$ cat src/rtl/fir_poly_seq_if.sv
// Sequencer-facing signal bundle for one polyphase decimation chain.
// master = sample/control source, slave = fir_poly_seq.
interface fir_poly_seq_if #(
  parameter int M         = 20,
  parameter int IDX_WIDTH = 16
);
  localparam int AW = $clog2(M);

  logic                 en;
  logic                 din_valid;
  logic                 err_clr;
  logic [AW-1:0]        tap_addr;
  logic                 dsp_acc;
  logic                 dout_valid;
  logic [IDX_WIDTH-1:0] dout_idx;
  logic                 busy;
  logic                 err;

  modport master (
    output en, din_valid, err_clr,
    input  tap_addr, dsp_acc, dout_valid, dout_idx, busy, err
  );

  modport slave (
    input  en, din_valid, err_clr,
    output tap_addr, dsp_acc, dout_valid, dout_idx, busy, err
  );
endinterface

$ cat src/rtl/fir_poly_seq.sv
// Tap-address / DSP-control sequencer for a polyphase decimating FIR sharing one MAC slice.
// state | meaning
// IDLE  | tap_addr parked at 0, waiting for en && din_valid
// PRIME | sweeping, bank delay lines filling, outputs suppressed
// RUN   | sweeping, one dout_valid per sweep at CAPTURE_ADDR+1
module fir_poly_seq #(
  parameter int M            = 20,
  parameter int BANK_LEN     = 6,
  parameter int CAPTURE_ADDR = 8,
  parameter int PRIME_SWEEPS = 6,
  parameter int IDX_WIDTH    = 16
) (
  input  logic          clk,
  input  logic          rst_n,
  fir_poly_seq_if.slave bus
);
  localparam int AW = $clog2(M);
  localparam int SW = $clog2(PRIME_SWEEPS + 1);
  localparam logic [AW-1:0] TAP_LAST   = AW'(M - 1);
  localparam logic [AW-1:0] TAP_VALID  = AW'(CAPTURE_ADDR + 1);
  localparam logic [SW-1:0] PRIME_LAST = SW'(PRIME_SWEEPS - 1);

  typedef enum logic [1:0] {S_IDLE, S_PRIME, S_RUN} state_t;

  state_t               state_q, state_d;
  logic [AW-1:0]        tap_q, tap_d;
  logic [SW-1:0]        sweep_q, sweep_d;
  logic [IDX_WIDTH-1:0] idx_q, idx_d;
  logic                 dout_valid_q, dout_valid_d;
  logic                 err_q, err_d;
  logic                 err_set;

  always_ff @(posedge clk or negedge rst_n) begin
    if (!rst_n) begin
      state_q      <= S_IDLE;
      tap_q        <= '0;
      sweep_q      <= '0;
      idx_q        <= '0;
      dout_valid_q <= 1'b0;
      err_q        <= 1'b0;
    end else begin
      state_q      <= state_d;
      tap_q        <= tap_d;
      sweep_q      <= sweep_d;
      idx_q        <= idx_d;
      dout_valid_q <= dout_valid_d;
      err_q        <= err_d;
    end
  end

  always_comb begin
    state_d = state_q;
    tap_d   = tap_q;
    sweep_d = sweep_q;
    idx_d   = idx_q + IDX_WIDTH'(dout_valid_q);
    err_set = 1'b0;
    unique case (state_q)
      S_IDLE: begin
        tap_d = '0;
        // The strobe cycle itself is phase 0 of the first sweep.
        if (bus.en && bus.din_valid) begin
          state_d = S_PRIME;
          tap_d   = AW'(1);
          sweep_d = '0;
          idx_d   = '0;
        end
      end
      default: begin
        if (tap_q == '0 && !bus.din_valid) begin
          err_set = 1'b1;
          state_d = S_IDLE;
          tap_d   = '0;
          sweep_d = '0;
        end else begin
          if (tap_q != '0 && bus.din_valid) err_set = 1'b1;
          if (tap_q == TAP_LAST) begin
            tap_d = '0;
            // en low at the wrap wins over any alignment check on the next phase 0.
            if (!bus.en) begin
              state_d = S_IDLE;
              sweep_d = '0;
            end else if (state_q == S_PRIME) begin
              sweep_d = sweep_q + SW'(1);
              if (sweep_q == PRIME_LAST) state_d = S_RUN;
            end
          end else begin
            tap_d = tap_q + AW'(1);
          end
        end
      end
    endcase
    err_d        = err_set | (err_q & ~bus.err_clr);
    dout_valid_d = (state_d == S_RUN) && (tap_d == TAP_VALID);
  end

  assign bus.tap_addr   = tap_q;
  assign bus.dsp_acc    = (tap_q != '0);
  assign bus.dout_valid = dout_valid_q;
  assign bus.dout_idx   = idx_q;
  assign bus.busy       = (state_q != S_IDLE);
  assign bus.err        = err_q;
endmodule

$ cat src/flat_wrapper.sv
// flat-port wrapper written by rule: the top's interface ports become plain ports
module fir_poly_seq_flat 
#(
  parameter int M            = 20,
  parameter int BANK_LEN     = 6,
  parameter int CAPTURE_ADDR = 8,
  parameter int PRIME_SWEEPS = 6,
  parameter int IDX_WIDTH    = 16
)
  (clk, rst_n, bus_en, bus_din_valid, bus_err_clr, bus_tap_addr, bus_dsp_acc, bus_dout_valid, bus_dout_idx, bus_busy, bus_err);
  fir_poly_seq_if #(.M(M), .IDX_WIDTH(IDX_WIDTH)) bus_i ();
  input  logic clk;
  input  logic rst_n;
  input wire logic [$bits(bus_i.en)-1:0] bus_en;
  input wire logic [$bits(bus_i.din_valid)-1:0] bus_din_valid;
  input wire logic [$bits(bus_i.err_clr)-1:0] bus_err_clr;
  output wire logic [$bits(bus_i.tap_addr)-1:0] bus_tap_addr;
  output wire logic [$bits(bus_i.dsp_acc)-1:0] bus_dsp_acc;
  output wire logic [$bits(bus_i.dout_valid)-1:0] bus_dout_valid;
  output wire logic [$bits(bus_i.dout_idx)-1:0] bus_dout_idx;
  output wire logic [$bits(bus_i.busy)-1:0] bus_busy;
  output wire logic [$bits(bus_i.err)-1:0] bus_err;
  assign bus_i.en = bus_en;
  assign bus_i.din_valid = bus_din_valid;
  assign bus_i.err_clr = bus_err_clr;
  assign bus_tap_addr = bus_i.tap_addr;
  assign bus_dsp_acc = bus_i.dsp_acc;
  assign bus_dout_valid = bus_i.dout_valid;
  assign bus_dout_idx = bus_i.dout_idx;
  assign bus_busy = bus_i.busy;
  assign bus_err = bus_i.err;
  fir_poly_seq #(.M(M), .BANK_LEN(BANK_LEN), .CAPTURE_ADDR(CAPTURE_ADDR), .PRIME_SWEEPS(PRIME_SWEEPS), .IDX_WIDTH(IDX_WIDTH)) u_core (.clk(clk), .rst_n(rst_n), .bus(bus_i));
endmodule
$ cat config.mk
export PLATFORM = sky130hd
export DESIGN_NAME = fir_poly_seq_flat
export DESIGN_NICKNAME = d
export VERILOG_FILES = /design/src/rtl/fir_poly_seq_if.sv /design/src/rtl/fir_poly_seq.sv /design/src/flat_wrapper.sv
export SDC_FILE = /design/constraint.sdc
export NUM_CORES = 1
export LEC_CHECK = 0
export CAP_MARGIN = 40
export CORE_MARGIN = 4
export CORE_UTILIZATION = 54
export CTS_CLUSTER_SIZE = 10
export DETAILED_ROUTE_END_ITERATION = 8
export PLACE_DENSITY = 0.84
export REMOVE_ABC_BUFFERS = 1
export SLEW_MARGIN = 10
export SYNTH_ARGS = -nofsm -noshare
export SYNTH_HDL_FRONTEND = slang
export SYNTH_SLANG_ARGS = --single-unit
$ cat constraint.sdc
create_clock -name clk -period 4.7 [get_ports clk]
set_input_delay 0.47 -clock clk [delete_from_list [all_inputs] [get_ports clk]]
set_output_delay 0.47 -clock clk [all_outputs]
set_load 0.05 [all_outputs]
After elaboration in Yosys (flattened, before gate mapping):

Index checks and enable logic that the tools add are counted.

* bits in read-only memories: 0
* logic and storage cells: 52
* latch bits: 0
* bits in registers: 28
* bits of input ports: 5
* RAM bits: 0
* memories: 0
* output and inout bits: 25

* bitwise logic cells: 3
* shift operators: 0
* reductions and logical operators: 11
* div/mod/pow operators: 0
* $add $sub $neg: 3
* equal/unequal tests: 7
* multiplexer cells: 22
* magnitude comparators: 0
* multipliers: 0

Operators by type and width (count)
* $mux W16: 2
* $mux W3: 6
* $add A16 B1 Y16: 1
* $mux W5: 3
* $mux W2: 7
* $add A5 B1 Y5 const B: 1
* $eq A5 B4 Y1 const B: 1
* $eq A5 B5 Y1 const B: 1
* $logic_not A5 Y1: 1
* $reduce_bool A5 Y1: 1
* $logic_and A1 B1 Y1: 4
* $mux W1: 4
* $ne A4 B1 Y1 const B: 1
* $add A3 B1 Y3 const B: 1
* $eq A3 B3 Y1 const B: 1
* $reduce_and A3 Y1: 1
* $reduce_bool A3 Y1: 1
* $eq A2 B1 Y1 const B: 1
* $eq A2 B2 Y1 const B: 1
* $logic_not A2 Y1: 1
* $ne A2 B1 Y1 const B: 1
* $reduce_bool A2 Y1: 1
* $and A1 B1 Y1: 1
* $logic_not A1 Y1: 1
* 2 further kinds: 2

Depth between registers and ports, before layout:

* depth in word-level cells: 9
* gate-level depth with buffers: 8

Worst setup path after synthesis:

Ideal clock, no wire load.

* path kind: register to register
* start point: register u_core.tap_q[2], in the netlist u_core.bus.tap_addr[2]
* end point: register u_core.sweep_q[2]
* path buffers: 1
* slack: 2.617 ns
* stages on the path, launching flop included: 9
* period minus slack after synthesis: 2.083 ns
* arrival time: 2.019 ns
* data required time: 4.636 ns
* cells stage by stage: dfrtp_1 -> clkbuf_1 -> nor2_1 -> and3_1 -> ha_1 -> nor2b_1 -> nand4b_1 -> nor3b_1 -> a211o_1

* cells in the longest elaborated chain, start to end: 4
* elaborated cells on any way between the ends: 8

Ends and longest elaborated chain
* from (decl): line fir_poly_seq.sv:26 `logic [AW-1:0] tap_q, tap_d;`
* from (signal assigned): line fir_poly_seq.sv:43 `tap_q <= tap_d;`
* $logic_not A5 Y1: line fir_poly_seq.sv:69 `if (tap_q == '0 && !bus.din_valid) begin`
* $logic_and A1 B1 Y1: line fir_poly_seq.sv:69
* $ne A4 B1 Y1 (no line), or another cell as far along
* $reduce_and A3 Y1 (no line) or $mux W3 (tied branches)
* to (signal assigned): line fir_poly_seq.sv:44 `sweep_q <= sweep_d;`
* to (decl): line fir_poly_seq.sv:27 `logic [SW-1:0] sweep_q, sweep_d;`

Parallel ways exist; a longest one is shown, timed or not.
A chain may end at the register's enable or synchronous reset.

Worst setup path after layout:

* start point: register u_core.tap_q[0], in the netlist u_core.bus.tap_addr[0]
* end point: output bus_dsp_acc

* cells in the longest elaborated chain, start to end: 1

Ends and longest elaborated chain
* $reduce_bool A5 Y1: line fir_poly_seq.sv:97 `assign bus.dsp_acc = (tap_q != '0);`
* to (decl): line flat_wrapper.sv:18 `output wire logic [$bits(bus_i.dsp_acc)-1:0] bus_dsp_acc;`

No other way between the ends.

==> results.sh <==
export IMPL_status="complete, no violations"
export IMPL_core_area_um2=2520
export IMPL_synth_top_area_share_pct=48.0
export IMPL_r2r_start="u_core.bus.tap_addr[0]"
export IMPL_postCtsResizedCells=0
export IMPL_rrSetupSlack_ns=2.66
export IMPL_finalSetupViolCount=0
export IMPL_wl_um=3110
export IMPL_cts_sink_count=28
export IMPL_slew_violations=0
export IMPL_layout_common_cells="clkdlybuf4s50_1 (29), dfrtp_1 (28), nor2_1 (18)"
export IMPL_diodes=0
export IMPL_area_delta_synth_final_pct=25.6
export IMPL_cp_start_kind="flip-flop"
export IMPL_die_w_um=60.0
export IMPL_num_rows=18
export IMPL_finalWorstSetupSlack_ns=2.17
export IMPL_ir_drop_mv=0.496
export IMPL_power_internal_uw=387
export IMPL_slowest_delay_ns=0.79
export IMPL_hold_viol_final=0
export IMPL_cpLargestDelayFamily="buffers and inverters"
export IMPL_nNetsFinal=194
export IMPL_async_reset_ff_share_pct=100
export IMPL_gp_congestion=0.803
export IMPL_ys_ff_latch=28
export IMPL_synth_edff_count=0
export IMPL_hold_path_class="input pin to async pin"
export IMPL_synth_compound_area_share_pct=9.09
export IMPL_tightest_slew_ns=0.512
export IMPL_p_switching_uw=254
export IMPL_place_area_um2=1800
export IMPL_drc=0
export IMPL_yosysSeqAreaShare_pct=48.0
export IMPL_multiInputGateArea_um2=712
export IMPL_drt_iter0_drc=41
export IMPL_end_kind="primary output"
export IMPL_synth_top_family_by_area="simple AND/OR/NAND/NOR gates"
export IMPL_overflow=0
export IMPL_arrival_ns=2.06
export IMPL_final_common_cell="clkdlybuf4s50_1"
export IMPL_drive_above_1_share_pct=7.18
export IMPL_yosys_warnings=0
export IMPL_cap_violations=0
export IMPL_crit_buf_inv=3
export IMPL_clockBufferDepth=2
export IMPL_syn_inst=149
export IMPL_crit_path_start="u_core.bus.tap_addr[0]"
export IMPL_postLayoutCoreUtil_pct=72.7
export IMPL_ys_flop_type="dfrtp_1"
export IMPL_combPwrFrac_pct=38.9
export IMPL_synthDistinctLibCells=40
export IMPL_place_hpwl_um=2370
export IMPL_worstSkewPairLatency_ns=0.32
export IMPL_synthAdderAreaFrac_pct=6.00
export IMPL_synth_area_leaders="dfrtp_1 (48%), ha_1 (6.0%), nor2_1 (4.6%)"
export IMPL_synth_area_um2=1460
export IMPL_power_density_nw_per_um2=350
export IMPL_portBuffers=29
export IMPL_clkPwrFrac_pct=18.0
export IMPL_synth_largest_area_cell="dfrtp_1"
export IMPL_power_share_sequential_pct=43.1
export IMPL_crit_type="flip-flop to primary output"
export IMPL_root_buffer="clkbuf_4"
export IMPL_p_leak_nw=0.818
export IMPL_viasPerCell=5.66
export IMPL_skew_ns=0.00470
export IMPL_regArea_um2=701
export IMPL_cts_inserted_buffers=3
export IMPL_cts_max_level=1
export IMPL_yosys_area_share_simple_pct=25.5
export IMPL_pre_cts_slack_ns=2.52
export IMPL_initial_core_util_pct=57.8
export IMPL_required_ns=4.23
export IMPL_fillers=178
export IMPL_wire_per_inst_um=14.7
export IMPL_antenna_found_initial=0
export IMPL_synthMuxAreaShare_pct=0
export IMPL_critPathMostFrequentCell="inv_1"
export IMPL_max_slew_margin_rel_pct=65.7
export IMPL_post_cts_setup_buffers=0
export IMPL_first_pass_iters=4
export IMPL_synth_xor_area_share_pct=7.80
export IMPL_worst_path_max_delay_cell="clkdlybuf4s50_1"
export IMPL_syn_area_per_cell_um2=9.79
export IMPL_period_minus_slack_ns=2.53
export IMPL_die_h_um=60.0
export IMPL_drtAntennaViolNets=0
export IMPL_hold_buffers=0
export IMPL_clk_pin_slew_ns=0.15
export IMPL_vias=1194
export IMPL_crit_fanout=5
export IMPL_crit_chain="inv_1 > ha_1 > and3_1 > inv_1 > clkdlybuf4s50_1"
export IMPL_ios=30
export IMPL_grt_pass1_vias=1179
export IMPL_design_area_um2=1830
export IMPL_power_uw=642
export IMPL_max_freq_ghz=0.395
export IMPL_track_usage_pct=19.1
export IMPL_cts_tree="built"
export IMPL_grt_max_degree=29
export IMPL_rsz0062_at_grt="no"
export IMPL_finalSetupTns_ns=0
export IMPL_dieArea_um2=3600
export IMPL_finalCritPeriodShare_pct=53.9
export IMPL_swShare_pct=39.7
export IMPL_grt_pass1_wl_um=5190
## worst register-to-register path, delay by kind of cell, from the launching register on
family	cells	cell delay, ns
adder cells (fa/ha/maj)	2	0.46
AO/OA/AOI/OAI	1	0.14
buffers and inverters	1	0.09
AND/OR/NAND/NOR	4	0.85
flip-flops	1	0.44
## layout make-up
type,count,area share (%)
Sequential cell,28,38.2
Multi-Input combinational cell,107,38.8
Tap cell,30,2.05
Timing Repair Buffer,31,16.7
Inverter,11,2.25
Clock buffer,4,1.98
## registers in the layout (all words and copies together), names as in the netlist
signal,cells
u_core.bus.dout_valid,1
u_core.state_q,2
u_core.bus.dout_idx,16
u_core.sweep_q,3
u_core.bus.err,1
u_core.bus.tap_addr,5
## stage by stage
stage	std cells	hold slack, ns
finish	211	0.507
floorplan	146	0.174
global route	211	0.519
CTS	211	0.511
detailed placement	207	0.519
global placement	207	0.502
## path summary, 6_finish.rpt
kind	depth (start not counted)	endpoint
max	5	bus_dsp_acc
min	2	u_core.bus.dout_idx[0]
max reg2reg	8	u_core.sweep_q[2]
min reg2reg	1	u_core.sweep_q[1]
max in group asynchronous	2	u_core.bus.dout_idx[10]
min in group clk	1	u_core.sweep_q[1]
## kinds of logic (layout without fill, tap and decap cells)
logic type,Yosys count,count (layout)
AOI/OAI and AO/OA,21,21
and+or+nand+nor,66,66
buffers and inverters,14,46
DFF,28,28
adders and majority gates,7,7
xor gates and xnor gates,13,13
## routing by layer
layer	track usage (%)	share of wire [%]	up-vias	wire length (um)
met5	0	0	-	0
met4	7.59	0.68	0	21
met3	2.81	4.2	2	129
met2	33.0	51	23	1600
met1	23.6	44	587	1360
li1	-	-	582	-
## synthesized netlist by cell type, types with 2 or more instances
cell	count
nor2_1	18
or3_1	2
xor2_1	7
and4_1	2
ha_1	7
nand2_1	9
nand4_1	4
inv_1	11
nor3_1	5
nor3b_1	2
a21oi_1	5
o21ai_0	6
o211ai_1	2
nand3_1	6
nor2b_1	4
dfrtp_1	28
xnor2_1	6
clkbuf_1	3
## power groups by stage
stage	clock, mW	sequential, mW	combinational [mW]
after floorplan	0	0.321	0.123
after global placement	0	0.278	0.244
after detailed placement	0	0.281	0.250
after CTS	0.121	0.276	0.251
after global routing	0.129	0.280	0.268
final	0.116	0.277	0.249
Power figures use the tool's default switching activity.
